--- src/rtl/dmem_arbiter_if.sv ---
// Bundle of core-side and memory-side signals around the shared data-memory arbiter.
// The master modport is the arbiter itself; the slave modport is the cores plus the memory.
interface dmem_arbiter_if #(
   parameter int N_CORES = 4,
   parameter int ADDR_W  = 32,
   parameter int DATA_W  = 32
);
   logic [N_CORES-1:0]        core_req;
   logic [N_CORES-1:0]        core_we;
   logic [2*N_CORES-1:0]      core_size;
   logic [ADDR_W*N_CORES-1:0] core_addr;
   logic [DATA_W*N_CORES-1:0] core_wdata;
   logic [N_CORES-1:0]        core_ack;
   logic [DATA_W-1:0]         core_rdata;
   logic [N_CORES-1:0]        core_stall;

   logic                      mem_en;
   logic                      mem_we;
   logic [1:0]                mem_size;
   logic [ADDR_W-1:0]         mem_addr;
   logic [DATA_W-1:0]         mem_wdata;
   logic [DATA_W-1:0]         mem_rdata;

   modport master (
      input  core_req, core_we, core_size, core_addr, core_wdata, mem_rdata,
      output core_ack, core_rdata, core_stall,
             mem_en, mem_we, mem_size, mem_addr, mem_wdata
   );

   modport slave (
      output core_req, core_we, core_size, core_addr, core_wdata, mem_rdata,
      input  core_ack, core_rdata, core_stall,
             mem_en, mem_we, mem_size, mem_addr, mem_wdata
   );
endinterface

--- src/rtl/dmem_arbiter.sv ---
// Round-robin arbiter sharing one synchronous-read data-memory port among N cores,
// with an issue stage (memory command) and a response stage (ack + read data).
module dmem_arbiter #(
   parameter int N_CORES = 4,
   parameter int ADDR_W  = 32,
   parameter int DATA_W  = 32
) (
   input  logic           Clk,
   input  logic           Rst,
   dmem_arbiter_if.master bus
);
   localparam int ID_W = $clog2(N_CORES);
   typedef logic [ID_W-1:0] id_t;

   logic              iss_valid_q, iss_valid_d;
   id_t               iss_id_q, iss_id_d;
   logic              rsp_valid_q, rsp_valid_d;
   id_t               rsp_id_q, rsp_id_d;
   id_t               rr_ptr_q, rr_ptr_d;
   logic              mem_en_q, mem_en_d;
   logic              mem_we_q, mem_we_d;
   logic [1:0]        mem_size_q, mem_size_d;
   logic [ADDR_W-1:0] mem_addr_q, mem_addr_d;
   logic [DATA_W-1:0] mem_wdata_q, mem_wdata_d;

   logic [N_CORES-1:0] busy, elig;
   logic               grant;
   id_t                winner;
   logic [1:0]         size_arr  [N_CORES];
   logic [ADDR_W-1:0]  addr_arr  [N_CORES];
   logic [DATA_W-1:0]  wdata_arr [N_CORES];

   // (base + off) mod N_CORES, for base < N_CORES and off < N_CORES.
   function automatic id_t wrap_add(input id_t base, input int unsigned off);
      logic [ID_W:0] sum;
      sum = {1'b0, base} + (ID_W+1)'(off);
      if (sum >= (ID_W+1)'(N_CORES)) sum = sum - (ID_W+1)'(N_CORES);
      return sum[ID_W-1:0];
   endfunction

   always_comb begin
      for (int i = 0; i < N_CORES; i++) begin
         size_arr[i]  = bus.core_size[2*i +: 2];
         addr_arr[i]  = bus.core_addr[i*ADDR_W +: ADDR_W];
         wdata_arr[i] = bus.core_wdata[i*DATA_W +: DATA_W];
      end
   end

   // A core with an access in either stage may not be granted again.
   always_comb begin
      busy = '0;
      if (iss_valid_q) busy[iss_id_q] = 1'b1;
      if (rsp_valid_q) busy[rsp_id_q] = 1'b1;
      elig = bus.core_req & ~busy;
   end

   always_comb begin
      grant  = 1'b0;
      winner = '0;
      for (int i = 0; i < N_CORES; i++) begin
         if (!grant && elig[wrap_add(rr_ptr_q, unsigned'(i))]) begin
            grant  = 1'b1;
            winner = wrap_add(rr_ptr_q, unsigned'(i));
         end
      end
   end

   always_comb begin
      // NOTE: every _d gets a default before any branch so no latch is inferred.
      rsp_valid_d = iss_valid_q;
      rsp_id_d    = iss_id_q;
      iss_valid_d = 1'b0;
      iss_id_d    = iss_id_q;
      rr_ptr_d    = rr_ptr_q;
      mem_en_d    = 1'b0;
      mem_we_d    = 1'b0;
      mem_size_d  = mem_size_q;
      mem_addr_d  = mem_addr_q;
      mem_wdata_d = mem_wdata_q;
      if (grant) begin
         iss_valid_d = 1'b1;
         iss_id_d    = winner;
         rr_ptr_d    = wrap_add(winner, 1);
         mem_en_d    = 1'b1;
         mem_we_d    = bus.core_we[winner];
         mem_size_d  = (size_arr[winner] == 2'b11) ? 2'b00 : size_arr[winner];
         mem_addr_d  = addr_arr[winner];
         mem_wdata_d = wdata_arr[winner];
      end
   end

   always_ff @(posedge Clk) begin
      // NOTE: sequential state uses non-blocking assignments only.
      if (Rst) begin
         iss_valid_q <= 1'b0;
         iss_id_q    <= '0;
         rsp_valid_q <= 1'b0;
         rsp_id_q    <= '0;
         rr_ptr_q    <= '0;
         mem_en_q    <= 1'b0;
         mem_we_q    <= 1'b0;
         mem_size_q  <= '0;
         mem_addr_q  <= '0;
         mem_wdata_q <= '0;
      end else begin
         iss_valid_q <= iss_valid_d;
         iss_id_q    <= iss_id_d;
         rsp_valid_q <= rsp_valid_d;
         rsp_id_q    <= rsp_id_d;
         rr_ptr_q    <= rr_ptr_d;
         mem_en_q    <= mem_en_d;
         mem_we_q    <= mem_we_d;
         mem_size_q  <= mem_size_d;
         mem_addr_q  <= mem_addr_d;
         mem_wdata_q <= mem_wdata_d;
      end
   end

   assign bus.core_ack   = rsp_valid_q ? (N_CORES'(1) << rsp_id_q) : '0;
   assign bus.core_stall = bus.core_req & ~bus.core_ack;
   assign bus.core_rdata = bus.mem_rdata;
   assign bus.mem_en     = mem_en_q;
   assign bus.mem_we     = mem_we_q;
   assign bus.mem_size   = mem_size_q;
   assign bus.mem_addr   = mem_addr_q;
   assign bus.mem_wdata  = mem_wdata_q;
endmodule
--- src/flat_wrapper.sv ---
// flat-port wrapper written by rule: the top's interface ports become plain ports
module dmem_arbiter_flat 
#(
   parameter int N_CORES = 4,
   parameter int ADDR_W  = 32,
   parameter int DATA_W  = 32
)
  (Clk, Rst, bus_core_req, bus_core_we, bus_core_size, bus_core_addr, bus_core_wdata, bus_mem_rdata, bus_core_ack, bus_core_rdata, bus_core_stall, bus_mem_en, bus_mem_we, bus_mem_size, bus_mem_addr, bus_mem_wdata);
  dmem_arbiter_if #(.N_CORES(N_CORES), .ADDR_W(ADDR_W), .DATA_W(DATA_W)) bus_i ();
  input  logic Clk;
  input  logic Rst;
  input wire logic [$bits(bus_i.core_req)-1:0] bus_core_req;
  input wire logic [$bits(bus_i.core_we)-1:0] bus_core_we;
  input wire logic [$bits(bus_i.core_size)-1:0] bus_core_size;
  input wire logic [$bits(bus_i.core_addr)-1:0] bus_core_addr;
  input wire logic [$bits(bus_i.core_wdata)-1:0] bus_core_wdata;
  input wire logic [$bits(bus_i.mem_rdata)-1:0] bus_mem_rdata;
  output wire logic [$bits(bus_i.core_ack)-1:0] bus_core_ack;
  output wire logic [$bits(bus_i.core_rdata)-1:0] bus_core_rdata;
  output wire logic [$bits(bus_i.core_stall)-1:0] bus_core_stall;
  output wire logic [$bits(bus_i.mem_en)-1:0] bus_mem_en;
  output wire logic [$bits(bus_i.mem_we)-1:0] bus_mem_we;
  output wire logic [$bits(bus_i.mem_size)-1:0] bus_mem_size;
  output wire logic [$bits(bus_i.mem_addr)-1:0] bus_mem_addr;
  output wire logic [$bits(bus_i.mem_wdata)-1:0] bus_mem_wdata;
  assign bus_i.core_req = bus_core_req;
  assign bus_i.core_we = bus_core_we;
  assign bus_i.core_size = bus_core_size;
  assign bus_i.core_addr = bus_core_addr;
  assign bus_i.core_wdata = bus_core_wdata;
  assign bus_i.mem_rdata = bus_mem_rdata;
  assign bus_core_ack = bus_i.core_ack;
  assign bus_core_rdata = bus_i.core_rdata;
  assign bus_core_stall = bus_i.core_stall;
  assign bus_mem_en = bus_i.mem_en;
  assign bus_mem_we = bus_i.mem_we;
  assign bus_mem_size = bus_i.mem_size;
  assign bus_mem_addr = bus_i.mem_addr;
  assign bus_mem_wdata = bus_i.mem_wdata;
  dmem_arbiter #(.N_CORES(N_CORES), .ADDR_W(ADDR_W), .DATA_W(DATA_W)) u_core (.Clk(Clk), .Rst(Rst), .bus(bus_i));
endmodule
--- config.mk ---
export PLATFORM = sky130hd
export DESIGN_NAME = dmem_arbiter_flat
export DESIGN_NICKNAME = d
export VERILOG_FILES = /design/src/rtl/dmem_arbiter_if.sv /design/src/rtl/dmem_arbiter.sv /design/src/flat_wrapper.sv
export SDC_FILE = /design/constraint.sdc
export NUM_CORES = 1
export LEC_CHECK = 0
export CORE_AREA = 2 2 160 162
export DETAILED_ROUTE_END_ITERATION = 10
export DIE_AREA = 0 0 162 164
export SLEW_MARGIN = 5
export SYNTH_ARGS = -nofsm -noshare
export SYNTH_HDL_FRONTEND = slang
export SYNTH_SLANG_ARGS = --single-unit
--- constraint.sdc ---
create_clock -name Clk -period 4.3 [get_ports Clk]
set_input_delay 0.86 -clock Clk [delete_from_list [all_inputs] [get_ports Clk]]
set_output_delay 0.86 -clock Clk [all_outputs]
set_load 0.01 [all_outputs]
==> impl_metrics.env <==
export IMPL_synth_seq_area_share_pct=31.8
export IMPL_rsz0062_at_grt="no"
export IMPL_post_drt_wl_per_cell_um=16.1
export IMPL_syn_avg_cell_area_um2=9.70
export IMPL_num_vias=4771
export IMPL_synth_ff_latch_count=75
export IMPL_yosysTopAreaCell="sky130_fd_sc_hd__dfxtp_1"
export IMPL_grt_first_pass_wirelength_um=26700
export IMPL_grt_start_max_net_pins=62
export IMPL_timing_hold_violations_final=0
export IMPL_yosys_cell_count_top_type="sky130_fd_sc_hd__mux2i_1"
export IMPL_place_detailed_hpwl_um=14400
export IMPL_worst_endpoint_arrival_ns=3.39
export IMPL_worstSkewPairLatency_ns=0.34
export IMPL_reg2reg_setup_slack_ns=1.54
export IMPL_cp_start_kind="primary input"
export IMPL_remaining_drc_errors=0
export IMPL_setup_ws_ns=1.17
export IMPL_syn_cell_area_mm2=0.00472
export IMPL_number_of_clock_sinks=75
export IMPL_synthTopCellsByArea="sky130_fd_sc_hd__dfxtp_1 32%, sky130_fd_sc_hd__mux2i_1 27%, sky130_fd_sc_hd__a2bb2oi_1 12%"
export IMPL_drive_gt1_share_pct=4.81
export IMPL_nFillCells=2596
export IMPL_synth_warnings=0
export IMPL_critical_path_capture_point_type="flop"
export IMPL_crit_path_end="u_core.bus.mem_addr[8]"
export IMPL_globalplace_congestion=0.832
export IMPL_post_synth_most_frequent_cells="129 x sky130_fd_sc_hd__mux2i_1, 75 x sky130_fd_sc_hd__dfxtp_1, 64 x sky130_fd_sc_hd__a2bb2oi_1"
export IMPL_r2r_end="u_core.bus.mem_wdata[0]"
export IMPL_period_minus_slack_ns=3.13
export IMPL_p_per_area_mw_per_mm2=424
export IMPL_die_h_um=164
export IMPL_synth_cell_type_count=39
export IMPL_starting_density_pct=19.0
export IMPL_ys_async_sr_fraction_pct=0
export IMPL_slew_viol_final=0
export IMPL_timing_rr_start="u_core.rsp_valid_q"
export IMPL_floorplan_io_pins=414
export IMPL_reg2regPathDepth=8
export IMPL_wl_um=18000
export IMPL_final_setup_tns_ns=0
export IMPL_synthToLayoutAreaGrowth_pct=81.0
export IMPL_hold_buffers=0
export IMPL_synth_top_cell_area_share_pct=31.8
export IMPL_slew_limit_headroom_pct=53.3
export IMPL_cts_inserted_buffers=9
export IMPL_outcome="complete, no violations"
export IMPL_preCtsSetupSlack_ns=0.777
export IMPL_postcts_setup_bufs=0
export IMPL_postSynthCellCount=487
export IMPL_area_sequential_mm2=0.00150
export IMPL_synth_edff_count=0
export IMPL_groute_usage_overall_pct=13.0
export IMPL_finish_net_count=1092
export IMPL_clkSlewWorstSetupHoldPaths_ns=0.06
export IMPL_syn_num_nets=793
export IMPL_critPathMaxFanout=36
export IMPL_detail_route_iter0_violations=163
export IMPL_die_width_um=162
export IMPL_finClkSkew_ns=0.0106
export IMPL_io_buffer_count=349
export IMPL_maxClockFrequency_mhz=319
export IMPL_global_route_overflow_total=0
export IMPL_cts_tree="yes"
export IMPL_timing_max_cap_violations=0
export IMPL_cp_required_ns=4.56
export IMPL_design_area_mm2=0.00855
export IMPL_fp_row_count=58
export IMPL_root_buffer="sky130_fd_sc_hd__clkbuf_16"
export IMPL_finalSetupViolCount=0
export IMPL_die_area_mm2=0.0266
export IMPL_critPathKind="in2reg"
export IMPL_ant_nets=0
export IMPL_p_leak_nw=3.34
export IMPL_clock_path_buffers=2
export IMPL_dr_pass1_iters=4
export IMPL_worst_slew_pin_slew_ns=0.700
export IMPL_detailed_place_area_mm2=0.00824
export IMPL_fin_crit_sh_pct=72.9
export IMPL_htree_levels=3
export IMPL_multi_input_area_mm2=0.00269
export IMPL_routed_via_density=4.26
export IMPL_hold_path_class="reg2reg"
export IMPL_antenna_violations_before_repair=0
export IMPL_first_global_vias=4977
export IMPL_antenna_diode_count=0
export IMPL_synthFlopType="sky130_fd_sc_hd__dfxtp_1"
export IMPL_irDropWorstVdd_v=0.000243
export IMPL_worst_setup_path_startpoint="bus_core_req[2]"
export IMPL_core_mm2=0.0248
export IMPL_fin_util_pct=34.5
export IMPL_cts_resized_gates=0
==> registers in the layout (all words and copies together), names as in the netlist <==
| name | flops |
|---|---|
| u_core.bus.mem_addr | 32 |
| u_core.bus.mem_wdata | 32 |
| u_core.bus.mem_size | 2 |
| u_core.iss_id_q | 2 |
| u_core.rr_ptr_q | 2 |
| u_core.rsp_id_q | 2 |
| u_core.bus.mem_we | 1 |
| u_core.iss_valid_q | 1 |
| u_core.rsp_valid_q | 1 |
==> cell type report <==
cell class                      count  share of cell area (%)
Clock buffer                       11                    2.72
Clock inverter                      4                   0.893
Inverter                           11                   0.483
Multi-Input combinational cell    331                    31.4
Tap cell                          330                    4.83
Sequential cell                    75                    17.6
Timing Repair Buffer              358                    42.1
==> per-layer routing <==
metal | track usage [%] | share of wire [%] | vias to the layer above
met1 | 14.6 | 40 | 2145
met2 | 23.3 | 50 | 218
met3 | 4.19 | 8.3 | 25
li1 | - | - | 2383
met4 | 4.26 | 2.0 | 0
met5 | 0 | 0 | -
==> power breakdown <==
part           switching [mW]  internal [mW]
combinational           0.745           1.04
clock                   0.306          0.507
sequential              0.123          0.908
total                    1.17           2.45
==> cells in the final DEF, fill, tap and decap left out, drive strengths merged, types with 3 or more instances in the layout <==
cell type	netlist	final
clkdlybuf4s50	0	349
mux2i	129	129
dfxtp	75	75
o21ai	68	68
a2bb2oi	64	64
inv	11	11
a21oi	11	11
clkbuf	10	11
nand2	9	9
buf	60	9
nand3b	7	7
nand3	7	7
nor2	6	6
or3b	5	5
nor2b	3	3
==> cells by family (layout without fill, tap and decap cells) <==
group / after synthesis / count (layout) / share of synthesized area [%]
AND/OR/NAND/NOR: 44 / 44 / 5.48
AO/OA/AOI/OAI: 157 / 157 / 23.7
multiplexers: 130 / 130 / 27.6
flip-flops: 75 / 75 / 31.8
buffers and inverters: 81 / 384 / 11.5
==> worst min-delay path by stage <==
stage	slack, ns	cells past startpoint	end	startpoint
after floorplan	0.46	2	u_core.rr_ptr_q[1]	u_core.rr_ptr_q[1]
after global routing	0.50	2	u_core.bus.mem_wdata[4]	u_core.bus.mem_wdata[4]
after CTS	0.47	2	u_core.bus.mem_wdata[16]	u_core.bus.mem_wdata[16]
final	0.46	1	u_core.bus.mem_size[1]	u_core.bus.mem_size[1]
after global placement	0.45	2	u_core.bus.mem_addr[17]	u_core.bus.mem_addr[17]
after detailed placement	0.46	1	u_core.bus.mem_size[1]	u_core.bus.mem_size[1]
==> worst max-delay path, cell delays in order <==
cell and delay [ns]:
sky130_fd_sc_hd__clkdlybuf4s50_1 0.55, sky130_fd_sc_hd__nand2_1 0.13, sky130_fd_sc_hd__o221ai_2 0.23, sky130_fd_sc_hd__o221ai_1 0.23, sky130_fd_sc_hd__or3_2 0.80, sky130_fd_sc_hd__buf_12 0.31
sky130_fd_sc_hd__a2bb2oi_1 0.15, sky130_fd_sc_hd__o21ai_0 0.09
==> per-stage QoR <==
step | hold WS, ns | cells | power (mW)
2_1_floorplan | 0.458 | 487 | 2.07
3_3_place_gp | 0.449 | 1105 | 2.84
3_5_place_dp | 0.460 | 1105 | 2.85
4_1_cts | 0.473 | 1120 | 3.70
5_1_grt | 0.496 | 1120 | 3.85
6_report | 0.464 | 1120 | 3.63
No activity file was read; power rests on OpenSTA's default activity.
